File: config.mk
export PLATFORM = sky130hd
export DESIGN_NAME = qpsk_demap_deframe
export DESIGN_NICKNAME = d
export VERILOG_FILES = /design/src/rtl/qpsk_demap_deframe.sv
export SDC_FILE = /design/constraint.sdc
export NUM_CORES = 1
export LEC_CHECK = 0
export ABC_AREA = 1
export CORE_AREA = 4 4 90 155
export DETAILED_ROUTE_END_ITERATION = 8
export DIE_AREA = 0 0 94 159
export HOLD_SLACK_MARGIN = 0.05
export RECOVER_POWER = 50
export SLEW_MARGIN = 20
export SYNTH_ARGS = -nofsm -noshare
export SYNTH_HDL_FRONTEND = slang
export SYNTH_SLANG_ARGS = --single-unit
File: constraint.sdc
create_clock -name clk -period 2.5 [get_ports clk]
set_input_delay 0.625 -clock clk [delete_from_list [all_inputs] [get_ports clk]]
set_output_delay 0.625 -clock clk [all_outputs]
set_load 0.02 [all_outputs]
File: src/rtl/qpsk_demap_deframe.sv
// QPSK hard-decision demapper and 40-bit frame recovery (8-bit sync header + 32-bit payload).
// Optional macro QPSK_DEFRAME_ERRCNT_EN adds a saturating header-mismatch counter port.
module qpsk_demap_deframe #(
    parameter int         DATA_W       = 24,
    parameter int         SAMPLE_DIV   = 100,
    parameter int         SYM_SAMPLES  = 200,
    parameter int         SAMPLE_PHASE = 100,
    parameter logic [7:0] SYNC_WORD    = 8'hA5,
    parameter int         MISS_MAX     = 3
) (
    input  logic                     clk,
    input  logic                     rst,
    input  logic signed [DATA_W-1:0] i_in,
    input  logic signed [DATA_W-1:0] q_in,
    output logic        [39:0]       para_out,
    output logic                     frame_valid,
    output logic                     locked,
    output logic                     sym_tick
`ifdef QPSK_DEFRAME_ERRCNT_EN
    ,
    output logic        [15:0]       sync_err_cnt
`endif
);

    localparam int SCNT_W = (SAMPLE_DIV > 1) ? $clog2(SAMPLE_DIV) : 1;
    localparam int PH_W   = (SYM_SAMPLES > 1) ? $clog2(SYM_SAMPLES) : 1;
    localparam int MISS_W = $clog2(MISS_MAX + 1);

    localparam logic [SCNT_W-1:0]        SCNT_LAST = SCNT_W'(SAMPLE_DIV - 1);
    localparam logic [PH_W-1:0]          PH_LAST   = PH_W'(SYM_SAMPLES - 1);
    localparam logic [PH_W-1:0]          PH_DEC    = PH_W'(SAMPLE_PHASE);
    localparam logic [MISS_W-1:0]        MISS_LAST = MISS_W'(MISS_MAX);
    localparam logic signed [DATA_W-1:0] ZERO      = '0;

    typedef enum logic [1:0] {HUNT, COLLECT, VERIFY} state_t;

    state_t              state_q, state_d;
    logic [SCNT_W-1:0]   samp_cnt_q, samp_cnt_d;
    logic [PH_W-1:0]     phase_q, phase_d;
    logic                i_bit_q, i_bit_d, q_bit_q, q_bit_d;
    logic                sh_i_q, sh_i_d, sh_q_q, sh_q_d;
    logic [39:0]         shreg_q, shreg_d;
    logic [5:0]          bit_cnt_q, bit_cnt_d;
    logic [MISS_W-1:0]   miss_q, miss_d, miss_inc;
    logic [39:0]         para_q, para_d;
    logic                fv_q, fv_d;
    logic                locked_q, locked_d;
    logic                tick, decide, shift_en, new_bit, hdr_ok, hdr_miss;
`ifdef QPSK_DEFRAME_ERRCNT_EN
    logic [15:0]         err_cnt_q, err_cnt_d;
`endif

    always_comb begin
        samp_cnt_d = samp_cnt_q + SCNT_W'(1);
        phase_d    = phase_q;
        i_bit_d    = i_bit_q;
        q_bit_d    = q_bit_q;
        shreg_d    = shreg_q;
        state_d    = state_q;
        bit_cnt_d  = bit_cnt_q;
        miss_d     = miss_q;
        miss_inc   = miss_q + MISS_W'(1);
        para_d     = para_q;
        fv_d       = 1'b0;
        locked_d   = locked_q;
        hdr_miss   = 1'b0;

        tick   = (samp_cnt_q == SCNT_LAST);
        decide = tick && (phase_q == PH_DEC);
        if (tick) begin
            samp_cnt_d = '0;
            phase_d    = (phase_q == PH_LAST) ? '0 : phase_q + PH_W'(1);
        end
        // Non-negative samples (including exact zero) decide a 1.
        if (decide) begin
            i_bit_d = (i_in >= ZERO);
            q_bit_d = (q_in >= ZERO);
        end
        sh_i_d   = decide;
        sh_q_d   = sh_i_q;
        shift_en = sh_i_q | sh_q_q;
        new_bit  = sh_i_q ? i_bit_q : q_bit_q;
        if (shift_en) begin
            shreg_d = {shreg_q[38:0], new_bit};
        end
        hdr_ok = (shreg_d[7:0] == SYNC_WORD);

        if (shift_en) begin
            unique case (state_q)
                HUNT: begin
                    if (hdr_ok) begin
                        state_d   = COLLECT;
                        bit_cnt_d = '0;
                    end
                end
                COLLECT: begin
                    bit_cnt_d = bit_cnt_q + 6'd1;
                    if (bit_cnt_q == 6'd31) begin
                        para_d    = shreg_d;
                        fv_d      = 1'b1;
                        locked_d  = 1'b1;
                        state_d   = VERIFY;
                        bit_cnt_d = '0;
                    end
                end
                VERIFY: begin
                    bit_cnt_d = bit_cnt_q + 6'd1;
                    if (bit_cnt_q == 6'd7) begin
                        bit_cnt_d = '0;
                        state_d   = COLLECT;
                        if (hdr_ok) begin
                            miss_d = '0;
                        end else begin
                            hdr_miss = 1'b1;
                            // Flywheel through isolated misses; only a run of them drops lock.
                            if (miss_inc == MISS_LAST) begin
                                miss_d   = '0;
                                locked_d = 1'b0;
                                state_d  = HUNT;
                            end else begin
                                miss_d = miss_inc;
                            end
                        end
                    end
                end
                default: state_d = HUNT;
            endcase
        end

`ifdef QPSK_DEFRAME_ERRCNT_EN
        err_cnt_d = err_cnt_q;
        if (hdr_miss && (err_cnt_q != 16'hFFFF)) begin
            err_cnt_d = err_cnt_q + 16'd1;
        end
`endif
    end

    always_ff @(posedge clk) begin
        if (rst) begin
            state_q    <= HUNT;
            samp_cnt_q <= '0;
            phase_q    <= '0;
            i_bit_q    <= 1'b0;
            q_bit_q    <= 1'b0;
            sh_i_q     <= 1'b0;
            sh_q_q     <= 1'b0;
            shreg_q    <= '0;
            bit_cnt_q  <= '0;
            miss_q     <= '0;
            para_q     <= '0;
            fv_q       <= 1'b0;
            locked_q   <= 1'b0;
        end else begin
            state_q    <= state_d;
            samp_cnt_q <= samp_cnt_d;
            phase_q    <= phase_d;
            i_bit_q    <= i_bit_d;
            q_bit_q    <= q_bit_d;
            sh_i_q     <= sh_i_d;
            sh_q_q     <= sh_q_d;
            shreg_q    <= shreg_d;
            bit_cnt_q  <= bit_cnt_d;
            miss_q     <= miss_d;
            para_q     <= para_d;
            fv_q       <= fv_d;
            locked_q   <= locked_d;
        end
    end

`ifdef QPSK_DEFRAME_ERRCNT_EN
    always_ff @(posedge clk) begin
        if (rst) begin
            err_cnt_q <= '0;
        end else begin
            err_cnt_q <= err_cnt_d;
        end
    end
    assign sync_err_cnt = err_cnt_q;
`endif

    assign para_out    = para_q;
    assign frame_valid = fv_q;
    assign locked      = locked_q;
    assign sym_tick    = decide;

endmodule
# Word-level counts from Yosys, hierarchy flattened

Cells that the tools add are included.

Register bits: 111
Bits of input ports: 50
Output and inout bits: 43
Word-level logic and storage cells: 68

Add/subtract/negate cells: 4
Magnitude comparators: 2
Equality and inequality tests: 14
Multiplexer cells: 21
Bitwise operators: 3
Reduce and logical (&&, ||, !) cells: 11

Operators with widths:

| kind                                                                                 | number |
|---|---|
| 24-bit by 1-bit greater-or-equal comparator with 1-bit output, second input constant | 2 |
| 40-bit two-way mux                                                                   | 1 |
| 6-bit two-way mux                                                                    | 3 |
| 6-bit one-hot mux with 3 select lines                                                | 1 |
| 8-bit equality test, second input constant                                           | 2 |
| 2-bit two-way mux                                                                    | 5 |
| 2-bit != test, second input constant                                                 | 5 |
| 3-bit AND reduction                                                                  | 3 |
| 8-bit by 1-bit adder with 8-bit output, second input constant                        | 1 |
| 8-bit by 7-bit equality test with 1-bit output, second input constant                | 1 |
| 1-bit two-way mux                                                                    | 8 |
| 8-bit two-way mux                                                                    | 1 |
| 7-bit by 1-bit adder with 7-bit output, second input constant                        | 1 |
| 7-bit equality test, second input constant                                           | 1 |
| 6-bit by 1-bit adder with 6-bit output, second input constant                        | 1 |
| 6-bit by 3-bit equality test with 1-bit output, second input constant                | 1 |
| 6-bit by 5-bit equality test with 1-bit output, second input constant                | 1 |
| 2-bit one-hot mux with 3 select lines                                                | 1 |
| 6-bit AND reduction                                                                  | 1 |
| 2-bit equality test, second input constant                                           | 2 |
| 4-bit AND reduction                                                                  | 1 |
| 3-bit nonzero test                                                                   | 1 |
| 3-bit OR reduction                                                                   | 1 |
| 2-bit by 1-bit adder with 2-bit output, second input constant                        | 1 |
| other kinds (8)                                                                      | 9 |

# Logic depth before layout (Yosys ltp)

Gate-level depths: netlist of run 1.

Depth after elaboration: 6
Depth in mapped cells: 12
Depth with buffers taken out: 12

# Worst setup path after synthesis of run 1

Ideal clock, no wire load.

Kind: flip-flop to output port
Start: register samp_cnt_q[0]
End: output sym_tick
Arrival time: 1369 ps
Required time: 1875 ps
Path slack: 506 ps
Cell stages (with the launch flop): 6
Path buffers: 0
Cells stage by stage: dfxtp_1 ha_1 nand2_1 nor2_1 inv_1 nor3_2

Longest elaborated chain between the ends: 2

Ends and longest elaborated chain:

| element                | RTL line | source |
|---|---|---|
| start, declared        | 38       | `logic [SCNT_W-1:0] samp_cnt_q, samp_cnt_d;` |
| start signal, assigned | 155      | `samp_cnt_q <= samp_cnt_d;` |
| 7-bit equality test    | 68       | `tick = (samp_cnt_q == SCNT_LAST);` |
| 1-bit logical AND      | 69       | `decide = tick && (phase_q == PH_DEC);` |
| end, declared          | 18       | `output logic sym_tick` |

Every way passes these cells.

# Final worst setup path of run 1

Ends and elaborated chain as after synthesis.

==> results of run 1 <==
[state kept, by name (all words and copies together), names as in the netlist]
name and cells:
miss_q 2, frame_valid 1, i_bit_q 1, sh_q_q 1
q_bit_q 1, locked 1, sh_i_q 1, para_out 40
samp_cnt_q 7, shreg_q 39, bit_cnt_q 6, state_q 2
phase_q 8
[power by group]
part | leakage, nW | switching (W) | total (W) | internal [W]
Combinational | 0.967 | 0.0000372 | 0.0000530 | 0.0000158
Sequential | 0.886 | 0.00000282 | 0.00176 | 0.00176
Clock | 0.131 | 0.000597 | 0.00132 | 0.000723
[cell type report]
cell class	count	area share [%]
sequential	110	42.1
multi-input combinational	343	33.9
timing repair buffer	56	10.1
clock buffer	12	4.91
inverter	63	4.52
tap	168	4.02
clock inverter	3	0.383
[cells by family (layout without fill, tap and decap cells)]
logic type,Yosys count,count (layout)
AND/OR/NAND/NOR,186,186
adder cells (fa/ha/maj),8,8
flip-flops,110,110
XOR/XNOR,8,8
AO/OA/AOI/OAI,141,141
buffers and inverters,88,134
[how the worst max path moves through the flow]
stage               slack (ps)           from  cells after the start  endpoint
floorplan                  510  samp_cnt_q[0]                      5  sym_tick
global placement           290  samp_cnt_q[0]                      6  sym_tick
detailed placement         280  samp_cnt_q[0]                      6  sym_tick
CTS                        190  samp_cnt_q[0]                      6  sym_tick
global route                70  samp_cnt_q[0]                      6  sym_tick
finish                     220  samp_cnt_q[0]                      6  sym_tick
[stage by stage]
stage / total power [W] / worst slack (ps) / cells / cell area [um^2]
floorplan: 0.00183 / 506 / 541 / 4330
global placement: 0.00185 / 286 / 740 / 4970
detailed placement: 0.00185 / 284 / 740 / 4970
CTS: 0.00319 / 187 / 755 / 5240
global route: 0.00324 / 72.3 / 755 / 5230
finish: 0.00313 / 223 / 755 / 5230
[synthesized netlist by cell type, types with 2 or more instances]
library cell and number:
nand4_1 5, nor3_1 4, and3_1 2, nand2_1 61, buf_2 8, dfxtp_1 110, nand3_1 18, a21oi_1 53
ha_1 8, clkinv_1 2, buf_1 4, o21ai_0 64, clkbuf_1 12, inv_1 60, nand2_2 5, xor2_1 7
nand3_2 2, a211oi_1 14, nor2_1 79, a211oi_2 4, nor3b_1 2, nor2_2 3, o21ai_2 2
[worst max-delay path: stages, from the launching register on]
cell and delay (ps):
dfxtp_1 350, ha_1 190, nand2_1 60, nor2_1 120, inv_1 90, nor3_2 140, dlygate4sd2_1 360
[layer usage]
layer / track usage, % / vias up / share of wire [%]
met2: 22.9 / 62 / 51
met1: 15.1 / 1624 / 44
met5: 0 / - / 0
met4: 6.38 / 0 / 2.3
li1: - / 1848 / -
met3: 2.65 / 17 / 3.0
==> impl_metrics.ini, run 1 <==
[finish]
final_common_cell = dfxtp_1
area.growth.synth_to_final_pct = 20.8
multiInputGateArea_um2 = 1770
regArea_um2 = 2200
layout-drive-gt1-share_pct = 7.16
nets = 641
final_cell_mix = 110 x dfxtp_1, 79 x nor2_1, 64 x o21ai_0
final_util_pct = 41.6
antennaDiodeCount = 0
fillers = 1335

[setup_path]
reg2reg_slack_ps = 420
start_kind = flip-flop
worst_r2r_path_depth = 7
required_ps = 1880
reg2reg_to = para_out[32]
endpoint_kind = primary output
worstPathArrival_ps = 1650
r2r-start = sh_q_q
worstPathMaxFanout = 3
path_class = flip-flop to primary output

[synth]
synthMuxAreaShare_pct = 0
synth-simple-area-share_pct = 18.9
async_flop_share_pct = 0
synth-seq-cells = 110
synth_top_family_by_area = simple AND/OR/NAND/NOR gates
synth_ff_type = dfxtp_1
synth_fa_ha_area_share_pct = 2.31
syn_area_um2 = 4330
syn_nets = 599
synth_warnings = 0
avgSynthCellArea_um2 = 8.00
syn_inst = 541
synth_xor_area_share_pct = 1.62
synth_compound_area_share_pct = 18.2
synth_area_leaders = dfxtp_1 51%, o21ai_0 7.4%, nor2_1 6.9%, a21oi_1 6.1%, nand2_1 5.3%
synth_largest_area_cell = dfxtp_1
synth_edf_count = 0
yosysUniqueCellTypes = 35
yosysSeqAreaShare_pct = 50.9
yosysTopAreaCellShare_pct = 50.9

[floorplan]
row_count = 54
die_w_um = 94
io_pins = 93
dieArea_um2 = 14900
die_h_um = 159
core-area_um2 = 12600
start_util_pct = 34.4

[clocking]
cts_buffer_depth = 2
hold_buffers = 0
clk_latency_ps = 340
clkTransAtPathRegs_ps = 60
cts_made_buffers = 9
cts_tree = built
postCtsSetupRepairBufs = 0
cts_sinks = 110
postCtsResizedCells = 1
root_buffer = clkbuf_16
cts-htree-levels = 3

[route]
first_pass_iters = 7
viasPerCell = 4.70
route.vias.total = 3551
drtIter0Drc = 140
wl_per_cell_um = 12.2
final_antenna_net_count = 0
drc = 0
wl_um = 9200

[placement]
portBuffers = 46
gp_congestion = 0.760
dp_hpwl_um = 6390

[timing]
rsz0062_at_grt = no
min_period_ps = 2280
slew_violations = 0
hold_viol_final = 0
finalSetupViolations = 0
holdWs_ps = 453
setup_tns_ps = 0
skew_ps = 6.58
min_period_over_period_pct = 91.1
fmax_mhz = 439
slew_headroom_pct = 29.5
tightest_slew_ps = 1060

[hold_path]
hold_start = samp_cnt_q[0]
holdPathStages = 1
worstHoldEndpoint = samp_cnt_q[0]
holdCritPathClass = flip-flop to flip-flop

[power_and_ir_drop]
max-vdd-ir-drop_uv = 385
p_leak_nw = 1.98
power.density_nw_per_um2 = 599

[global_route]
grt_usage_pct = 13.2
grt_pass1_wl_um = 16100
overflow = 0
grt_max_degree = 49
grt_pass1_vias = 3520
grt_antenna_before_repair = 0

[run_status]
status = finished, final reports clean

[run]
cap_violations = 0
(Power assumes the default switching activity.)
==> run 2: changes to the inputs <==
--- a/config.mk
+++ b/config.mk
@@ -9,6 +9,7 @@
 export CORE_AREA = 4 4 90 155
 export DETAILED_ROUTE_END_ITERATION = 8
 export DIE_AREA = 0 0 94 159
+export GPL_TIMING_DRIVEN = 0
 export HOLD_SLACK_MARGIN = 0.05
 export RECOVER_POWER = 50
 export SLEW_MARGIN = 20
==> impl_metrics.ini, run 2 (synthesis gave the netlist of run 1 again) <==
[timing]
skew_ps = 5.09
min_period_over_period_pct = 92.1
slew_headroom_pct = 49.8
slew_violations = 0
tightest_slew_ps = 750
rsz0062_at_grt = no
finalSetupViolations = 0
holdWs_ps = 464
min_period_ps = 2300
hold_viol_final = 0
setup_tns_ps = 0
fmax_mhz = 434

[route]
wl_per_cell_um = 13.9
first_pass_iters = 4
viasPerCell = 4.84
drc = 0
wl_um = 10800
route.vias.total = 3741
final_antenna_net_count = 0
drtIter0Drc = 224

[setup_path]
worstPathMaxFanout = 6
worstPathArrival_ps = 1680
start_kind = flip-flop
required_ps = 1880
worst_r2r_path_depth = 5
worstSetupStartpoint = samp_cnt_q[0]
reg2reg_to = shreg_q[26]
r2r-start = sh_q_q
path_class = flip-flop to primary output
crit_path_end = sym_tick
endpoint_kind = primary output
reg2reg_slack_ps = 270

[power_and_ir_drop]
power_frac_seq_pct = 53.7
comb_power_share_pct = 1.7
p_int_w = 0.00258
swShare_pct = 21.3
p_leak_nw = 2.08
power.density_nw_per_um2 = 617
p_sw_w = 0.000696
p_clk_share_pct = 44.7
max-vdd-ir-drop_uv = 349

[global_route]
grt_pass1_wl_um = 17400
grt_pass1_vias = 3548
grt_usage_pct = 14.6
grt_antenna_before_repair = 0
grt_max_degree = 19
overflow = 0

[clocking]
cts_tree = built
cts_made_buffers = 9
clkTransAtPathRegs_ps = 70
cts-htree-levels = 3
cts_sinks = 110
cts_buffer_depth = 2
root_buffer = clkbuf_16
clk_latency_ps = 340

[floorplan]
io_pins = 93
die_w_um = 94
core-area_um2 = 12600
start_util_pct = 34.4
dieArea_um2 = 14900
die_h_um = 159
row_count = 54

[hold_path]
holdCritPathClass = flip-flop to flip-flop
holdPathStages = 2

[run]
cap_violations = 0

[finish]
fillers = 1340
antennaDiodeCount = 0
nets = 658
area.growth.synth_to_final_pct = 22.6
final_cell_mix = 110 x dfxtp_1, 79 x nor2_1, 65 x o21ai_0
multiInputGateArea_um2 = 1780
layout-drive-gt1-share_pct = 7.60
largest_reg_flops = 40
final_common_cell = dfxtp_1
regArea_um2 = 2200

[placement]
gp_congestion = 0.812
dp_hpwl_um = 7910
portBuffers = 45

[run_status]
status = finished, final reports clean
## run 2: cell count changes in the layout (fill, tap and decap cells not counted), moves of 2 or more
cell,delta
dlygate4sd3_1,+15
clkinv_4,+2
buf_2,+8
clkdlybuf4s50_1,-15
buf_4,-4
clkbuf_1,+12
buf_1,+2
## run 2: cell type report
cell class,instances,area share (%)
Tap cell,168,3.96
Inverter,63,4.46
Sequential cell,110,41.5
Clock buffer,10,4.50
Multi-Input combinational cell,343,33.5
Timing Repair Buffer,48,8.68
Clock inverter,6,1.30
Buffer,25,2.08
## run 2: worst max-delay path, stage by stage, from the launching register on
cell and delay, ps:
dfxtp_1 360, ha_1 200, nand2_1 100, nor2_4 170
inv_1 120, nor3_4 190, buf_2 190
## run 2: power groups by stage
stage	clock, W	sequential, W	combinational (W)
finish	0.00146	0.00176	0.0000551
global route	0.00155	0.00176	0.0000623
CTS	0.00149	0.00176	0.0000558
detailed placement	0	0.00180	0.0000550
global placement	0	0.00180	0.0000542
floorplan	0	0.00180	0.0000349
## run 2: how the worst min path moves through the flow
stage / from / endpoint / slack (ps)
2_1_floorplan: samp_cnt_q[0] / samp_cnt_q[0] / 420
3_3_place_gp: samp_cnt_q[0] / samp_cnt_q[0] / 430
3_5_place_dp: samp_cnt_q[0] / samp_cnt_q[0] / 450
4_1_cts: shreg_q[12] / shreg_q[12] / 460
5_1_grt: shreg_q[12] / shreg_q[12] / 470
6_report: shreg_q[12] / shreg_q[12] / 460
## run 2: routing by layer
layer / track usage (%) / routed length, um
met1: 16.8 / 4560
met2: 26.1 / 5660
met3: 2.51 / 316
met4: 5.98 / 226
met5: 0 / 0
## run 2: stage by stage
step	area [um^2]	util, %	setup WS (ps)	total power (W)	instances
floorplan	4330	-	506	0.00183	541
global placement	4990	39.7	-182	0.00185	754
detailed placement	4990	39.7	-218	0.00185	754
CTS	5310	42.3	49.9	0.00331	770
global route	5310	42.2	68.6	0.00337	773
finish	5310	42.2	198	0.00327	773
## run 2: what timing repair did
action,in CTS,in global routing
cloned,0,0
gates resized for setup,6,1
hold buffers,0,0
setup endpoints to repair,1,1
setup buffers,0,3
pin swaps,0,2
==> run 3: changes to the inputs <==
--- a/config.mk
+++ b/config.mk
@@ -11,8 +11,8 @@
 export DIE_AREA = 0 0 94 159
 export GPL_TIMING_DRIVEN = 0
 export HOLD_SLACK_MARGIN = 0.05
+export PLACE_DENSITY = 0.64
 export RECOVER_POWER = 50
-export SLEW_MARGIN = 20
 export SYNTH_ARGS = -nofsm -noshare
 export SYNTH_HDL_FRONTEND = slang
 export SYNTH_SLANG_ARGS = --single-unit
==> constraint.sdc (replaced) <==
create_clock -name clk -period 3 [get_ports clk]
set_input_delay 0.75 -clock clk [delete_from_list [all_inputs] [get_ports clk]]
set_output_delay 0.75 -clock clk [all_outputs]
set_load 0.02 [all_outputs]
==> impl_metrics.ini, run 3 (synthesis gave the netlist of run 1 again) <==
[timing]
slew_violations = 0
finalSetupViolations = 0
min_period_over_period_pct = 92.9
setup_tns_ps = 0
fmax_mhz = 359
slew_headroom_pct = 32.9
hold_viol_final = 0
min_period_ps = 2790
rsz0062_at_grt = no
skew_ps = 11.5
tightest_slew_ps = 998
holdWs_ps = 454

[hold_path]
hold_start = samp_cnt_q[0]
holdCritPathClass = flip-flop to flip-flop
holdPathStages = 1

[power_and_ir_drop]
p_leak_nw = 1.95
max-vdd-ir-drop_uv = 337
power.density_nw_per_um2 = 507

[floorplan]
io_pins = 93
die_w_um = 94
core-area_um2 = 12600
dieArea_um2 = 14900
die_h_um = 159
start_util_pct = 34.4
row_count = 54

[finish]
layout-drive-gt1-share_pct = 5.65
largest_reg_flops = 40
area.growth.synth_to_final_pct = 20.4
nets = 655
final_common_cell = dfxtp_1
antennaDiodeCount = 0
final_util_pct = 41.4
final_cell_mix = 110 x dfxtp_1, 81 x nor2_1, 65 x nand2_1, 65 x o21ai_0, 60 x inv_1

[setup_path]
worstSetupStartpoint = samp_cnt_q[0]
endpoint_kind = primary output
path_class = flip-flop to primary output
r2r-start = sh_i_q
max_stage_delay_ps = 380
worst_r2r_path_depth = 11
required_ps = 2250
start_kind = flip-flop
worstPathArrival_ps = 2040
path_cells = ha_1 > nand2_1 > nor2_2 > inv_1 > nor3_2 > dlygate4sd2_1
crit_path_top_delay_cell = dlygate4sd2_1
worstPathMaxFanout = 8

[route]
drc = 0
route.vias.total = 3707
wl_um = 10500
viasPerCell = 4.81
final_antenna_net_count = 0
first_pass_iters = 6
wl_per_cell_um = 13.7
drtIter0Drc = 214

[placement]
gp_congestion = 0.824
portBuffers = 45
dp_hpwl_um = 7800

[run_status]
status = finished, final reports clean

[global_route]
grt_usage_pct = 14.9
grt_antenna_before_repair = 0
grt_pass1_wl_um = 17700
grt_max_degree = 20
overflow = 0
grt_pass1_vias = 3748

[clocking]
cts_sinks = 110
clk_latency_ps = 350
cts_tree = built
cts-htree-levels = 3
clkTransAtPathRegs_ps = 60
cts_made_buffers = 9
postCtsSetupRepairBufs = 0
root_buffer = clkbuf_16
cts_buffer_depth = 2

[run]
cap_violations = 0
-- run 3: changes by cell type in the layout (fill, tap and decap cells not counted), moves of 2 or more --
| cell | change |
|---|---|
| buf_2 | -2 |
| clkdlybuf4s50_1 | +22 |
| dlygate4sd3_1 | -22 |
| nand2_1 | +2 |
| nor2_1 | +2 |
| nor3_4 | -2 |
-- run 3: power by group --
group	switching (W)	internal, W
registers	0.00000246	0.00146
logic	0.0000332	0.0000118
clock network	0.000558	0.000574
total	0.000594	0.00205
-- run 3: stage by stage --
step | std cells | power (W) | area, um^2 | setup slack (ps)
2_1_floorplan | 541 | 0.00153 | 4330 | 881
3_3_place_gp | 754 | 0.00154 | 4990 | 181
3_5_place_dp | 754 | 0.00154 | 4990 | 118
4_1_cts | 770 | 0.00267 | 5270 | 179
5_1_grt | 770 | 0.00273 | 5210 | 20.3
6_report | 770 | 0.00264 | 5210 | 212
-- run 3: area by class of cell --
class / count / area (um^2)
fill: 1323 / 7360
clock inverter: 7 / 57.6
buffer: 25 / 101
tap: 168 / 210
clock buffer: 9 / 225
timing repair buffer: 45 / 449
multi-input combinational: 343 / 1730
sequential: 110 / 2200
inverter: 63 / 236
-- run 3: timing repair --
action                     4_1_cts  5_1_grt
setup endpoints to repair        1        0
gates resized for setup          2        0
hold buffers                     0        0
-- run 3: worst paths after layout --
| kind | endpoint | slack [ps] |
|---|---|---|
| setup / recovery | sym_tick | 210 |
| hold / removal | samp_cnt_q[0] | 450 |
| setup reg to reg | bit_cnt_q[0] | 320 |
| hold reg to reg | samp_cnt_q[0] | 450 |
-- run 3: routing by layer --
metal / wire (um) / track usage (%)
met2: 5490 / 26.1
met5: 0 / 0
met1: 4390 / 16.7
met4: 244 / 6.05
met3: 425 / 3.78
-- run 3: critical path: cells and delay by family, from the launching register on --
family	cells	cell delay [ps]
flops	1	360
simple gates	3	600
fa+ha+maj	1	210
buf+inv	2	520
